File: config.mk
export PLATFORM = sky130hd
export DESIGN_NAME = div_sched
export DESIGN_NICKNAME = d
export VERILOG_FILES = /design/src/rtl/div_sched.sv
export SDC_FILE = /design/constraint.sdc
export NUM_CORES = 1
export LEC_CHECK = 0
export CELL_PAD_IN_SITES_DETAIL_PLACEMENT = 2
export CELL_PAD_IN_SITES_GLOBAL_PLACEMENT = 2
export CORE_AREA = 8 8 210 212
export DETAILED_ROUTE_END_ITERATION = 10
export DIE_AREA = 0 0 218 220
export PLACE_DENSITY = 0.73
export SYNTH_ARGS = -nofsm -noshare
export SYNTH_HDL_FRONTEND = slang
export SYNTH_SLANG_ARGS = --single-unit
File: constraint.sdc
create_clock -name clk_i -period 2.8 [get_ports clk_i]
set_clock_uncertainty 0.05 [all_clocks]
set_input_delay 0.42 -clock clk_i [delete_from_list [all_inputs] [get_ports clk_i]]
set_output_delay 0.42 -clock clk_i [all_outputs]
set_load 0.1 [all_outputs]
File: src/rtl/div_sched.sv
// div_sched: round-robin scheduler sharing one divider among NUM_PORTS requesters, one op in flight.
// Define DIV_SCHED_FLUSH_EN to add flush_i, which abandons the outstanding op.
package div_sched_pkg;
  typedef enum logic [2:0] {DIV, DIVU, DIVW, DIVUW, REM, REMU, REMW, REMUW} fu_op;
endpackage

module div_sched
  import div_sched_pkg::*;
#(
  parameter int NUM_PORTS     = 2,
  parameter int PTR_BITS      = 1,
  parameter int TRANS_ID_BITS = 3
) (
  input  logic                     clk_i,
  input  logic                     rst_ni,
`ifdef DIV_SCHED_FLUSH_EN
  input  logic                     flush_i,
`endif
  input  logic [NUM_PORTS-1:0]     req_valid_i,
  output logic [NUM_PORTS-1:0]     req_ready_o,
  input  fu_op                     req_op_i [NUM_PORTS],
  input  logic [63:0]              req_a_i  [NUM_PORTS],
  input  logic [63:0]              req_b_i  [NUM_PORTS],
  input  logic [TRANS_ID_BITS-1:0] req_id_i [NUM_PORTS],
  output logic                     div_valid_o,
  input  logic                     div_ready_i,
  output fu_op                     div_op_o,
  output logic [63:0]              div_a_o,
  output logic [63:0]              div_b_o,
  output logic [TRANS_ID_BITS-1:0] div_id_o,
  input  logic                     div_done_i,
  input  logic [63:0]              div_result_i,
  input  logic [TRANS_ID_BITS-1:0] div_id_i,
  output logic [NUM_PORTS-1:0]     res_valid_o,
  input  logic [NUM_PORTS-1:0]     res_ready_i,
  output logic [63:0]              res_data_o,
  output logic [TRANS_ID_BITS-1:0] res_id_o,
  output logic                     id_err_o
);
  typedef enum logic [1:0] {IDLE, BUSY, HOLD} state_e;
  state_e                   state;
  logic [PTR_BITS-1:0]      ptr, owner, gnt_idx, cand;
  logic [TRANS_ID_BITS-1:0] id_q;
  logic                     gnt_found, grant;
`ifdef DIV_SCHED_FLUSH_EN
  logic                     drop_q;
`endif
  // first valid port at or after ptr, wrapping
  always_comb begin
    gnt_found = 1'b0;
    gnt_idx = '0;
    cand = '0;
    for (int i = 0; i < NUM_PORTS; i++) begin
      cand = PTR_BITS'((int'(ptr) + i) % NUM_PORTS);
      if (!gnt_found && req_valid_i[cand]) begin
        gnt_found = 1'b1;
        gnt_idx = cand;
      end
    end
  end
`ifdef DIV_SCHED_FLUSH_EN
  assign grant = rst_ni && !flush_i && state == IDLE && div_ready_i && gnt_found;
`else
  assign grant = rst_ni && state == IDLE && div_ready_i && gnt_found;
`endif
  assign req_ready_o = grant ? NUM_PORTS'(1) << gnt_idx : '0;
  assign div_valid_o = grant;
  assign div_op_o    = req_op_i[gnt_idx];
  assign div_a_o     = req_a_i[gnt_idx];
  assign div_b_o     = req_b_i[gnt_idx];
  assign div_id_o    = req_id_i[gnt_idx];
  assign res_valid_o = state == HOLD ? NUM_PORTS'(1) << owner : '0;
  always_ff @(posedge clk_i or negedge rst_ni) begin
    if (!rst_ni) begin
      state <= IDLE;
      ptr <= '0;
      owner <= '0;
      id_q <= '0;
      res_data_o <= '0;
      res_id_o <= '0;
      id_err_o <= 1'b0;
`ifdef DIV_SCHED_FLUSH_EN
      drop_q <= 1'b0;
`endif
    end else begin
      id_err_o <= 1'b0;
      case (state)
        IDLE: if (grant) begin
          owner <= gnt_idx;
          id_q <= req_id_i[gnt_idx];
          ptr <= gnt_idx == PTR_BITS'(NUM_PORTS - 1) ? '0 : gnt_idx + 1'b1;
          state <= BUSY;
        end
        BUSY: begin
`ifdef DIV_SCHED_FLUSH_EN
          if (div_done_i && (drop_q || flush_i)) begin
            drop_q <= 1'b0;
            state <= IDLE;
          end else if (flush_i) drop_q <= 1'b1;
          else
`endif
          if (div_done_i) begin
            res_data_o <= div_result_i;
            res_id_o <= div_id_i;
            id_err_o <= div_id_i != id_q;
            state <= HOLD;
          end
        end
        HOLD: begin
`ifdef DIV_SCHED_FLUSH_EN
          if (flush_i) state <= IDLE;
          else
`endif
          if (res_ready_i[owner]) state <= IDLE;
        end
        default: state <= IDLE;
      endcase
    end
  end
endmodule

==> impl_metrics.json <==
{
  "layout_common_cells": "clkdlybuf4s50_1, mux2_2, buf_12, buf_4, dfrtp_1",
  "timing.max_cap.violations": 0,
  "vias": 5198,
  "cp_cell_sequence": "clkdlybuf4s50_1, and2b_4, nor2_8, buf_12, buf_12, mux2_2, buf_12",
  "relSlewSlack_pct": 64.7,
  "io-pin-count": 550,
  "wirelength_um": 36600,
  "final_hold_viol_count": 0,
  "p_sw_share_pct": 59.7,
  "die_area_um2": 48000,
  "place_hpwl_um": 33200,
  "core_um2": 40600,
  "synth-seq-cells": 75,
  "clockBufferDepth": 2,
  "layout_commonest_cell": "clkdlybuf4s50_1",
  "cp_common_cell": "buf_12",
  "holdCritPathClass": "input port to asynchronous set/reset pin",
  "status": "completed",
  "start_kind": "input port",
  "power-per-cell-area_nw_per_um2": 1050,
  "synth_warnings": 0,
  "initial_utilization_pct": 11.7,
  "synth-seq-area-share_pct": 39.6,
  "drt-wirelength-per-cell_um": 25.8,
  "synth_cell_types": 24,
  "fin_crit_ns": 2.68,
  "grt_pass1_wl_um": 48500,
  "clkLatencyLatePin_ns": 0.34,
  "r2r-start": "state[0]$_DFFE_PN0P_",
  "critPathTopFamily": "buffers and inverters",
  "first_global_vias": 6003,
  "portBuffers": 549,
  "yosysTopAreaCell": "dfrtp_1",
  "setup_viol": 0,
  "cts_hold_buf": 0,
  "htreeDepth": 3,
  "crit_buf_inv": 4,
  "syn_to_final_growth_pct": 163,
  "die_w_um": 218,
  "reg2reg_depth": 4,
  "tightestPinTransition_ns": 0.530,
  "post_synth.cell_area_avg_um2": 14.5,
  "cts.sinks": 75,
  "cts_tree": "built",
  "clockRootBuffer": "clkbuf_16",
  "overflow": 0,
  "synth_top_area_share_pct": 39.6,
  "power_uw": 13000,
  "tns_ns": 0,
  "netlist_instances": 328,
  "cp-startpoint": "req_valid_i[0]",
  "p_leak_uw": 0.00524,
  "diodes": 0,
  "critPathCaptureType": "output port",
  "drive_above_1_share_pct": 50.3,
  "seqPwrFrac_pct": 14.8,
  "rsz0062_at_grt": "no",
  "finalCritPeriodShare_pct": 95.8,
  "first_pass_iters": 4,
  "grt_antenna_before_repair": 5,
  "cts_buffers": 9,
  "fp-row-count": 74,
  "grt_max_degree": 41,
  "cts_resized": 0,
  "die_h_um": 220,
  "cp_max_fo": 22,
  "synthTopCellsByArea": "dfrtp_1, mux2_2, mux2_4",
  "grt_usage_pct": 14.2,
  "required_ns": 2.33,
  "crit_arrival_ns": 2.21,
  "cts_setup_buffers": 0,
  "combPwrFrac_pct": 75.9,
  "vias_per_cell": 3.66,
  "max_freq_mhz": 373,
  "crit_type": "input port to output port",
  "crit_path_max_incr_delay_ns": 0.45,
  "power.share.clock_pct": 9.4,
  "place_congestion": 0.831,
  "netlist_area_um2": 4740,
  "clk_pin_slew_worst_paths_ns": 0.07,
  "maxSlewViolCount": 0,
  "p_int_uw": 5250,
  "antenna_left": 0,
  "drc": 0,
  "vdd_drop_max_mv": 0.942,
  "crit_cells": 7,
  "p_sw_uw": 7780,
  "crit_slowest_cell": "clkdlybuf4s50_1",
  "drtIter0Drc": 162,
  "layout.nets": 1228,
  "syn_nets": 671
}
==> cell type report <==
| class | instances | area [um2] |
|---|---|---|
| fill | 4269 | 28100 |
| timing repair buffer | 567 | 6910 |
| multi-input combinational | 229 | 2690 |
| sequential | 75 | 1880 |
| tap | 532 | 666 |
| clock buffer | 9 | 225 |
| clock inverter | 7 | 80.1 |
| inverter | 3 | 11.3 |
==> synthesized netlist by cell type <==
master,count
buf_8,5
mux2_1,5
mux2_2,149
buf_2,14
and2b_4,1
inv_1,1
a21bo_2,1
nor2_1,4
nand3b_4,1
buf_4,1
a31oi_1,1
xnor2_1,3
a2bb2oi_1,3
buf_6,1
o21ai_0,2
inv_2,2
and4bb_2,1
nor2_8,1
o21ai_2,1
o32ai_1,3
nand2b_1,3
mux2_4,49
dfrtp_1,75
mux2i_1,1
==> flip-flops by register name (all words and copies together), names as in the netlist <==
signal / cells
id_q: 3
state: 2
owner: 1
id_err_o: 1
ptr: 1
res_id_o: 3
res_data_o: 64
==> per-layer routing <==
| layer | vias up | track usage [%] | routed length, um | part of all wire, % |
|---|---|---|---|---|
| li1 | 2315 | - | - | - |
| met4 | 10 | 2.26 | 454 | 1.2 |
| met3 | 34 | 7.39 | 4250 | 12 |
| met5 | - | 0 | 64 | 0.17 |
| met1 | 2552 | 14.0 | 12100 | 33 |
| met2 | 287 | 26.5 | 19700 | 54 |
==> power by group through the flow <==
stage	registers (uW)	clock network, uW	logic, uW
after floorplan	5510	0	3290
after global placement	1900	0	9890
after detailed placement	1950	0	9990
after CTS	1930	1270	10000
after global routing	1990	1300	10100
final	1920	1220	9880
==> kinds of logic after synthesis <==
logic type,share of synthesized area [%]
AOI/OAI and AO/OA,1.85
DFF,39.6
xor gates and xnor gates,0.554
and+or+nand+nor,2.03
muxes,52.3
buffers and inverters,3.69
==> metrics by stage <==
| step | utilization (%) | std cells | instance area [um2] | setup slack (ns) | hold slack [ns] |
|---|---|---|---|---|---|
| floorplan | - | 328 | 4740 | 0.0612 | 0.0744 |
| global placement | 30.0 | 1406 | 12200 | 0.113 | 0.429 |
| detailed placement | 30.0 | 1406 | 12200 | 0.100 | 0.443 |
| CTS | 30.7 | 1422 | 12500 | 0.0856 | 0.112 |
| global route | 30.7 | 1422 | 12500 | 0.0406 | 0.118 |
| finish | 30.7 | 1422 | 12500 | 0.119 | 0.0995 |
==> path summary, 6_finish.rpt <==
path | end | slack [ns]
min in group clk_i | res_data_o[55]$_DFFE_PN0P_ | 0.46
hold reg to reg | res_data_o[55]$_DFFE_PN0P_ | 0.46
setup reg to reg | ptr$_DFFE_PN0P_ | 1.03
setup / recovery | div_a_o[9] | 0.12
hold / removal | res_data_o[32]$_DFFE_PN0P_ | 0.1
max in group asynchronous | res_id_o[1]$_DFFE_PN0P_ | 1.68
(Power assumes the default switching activity.)
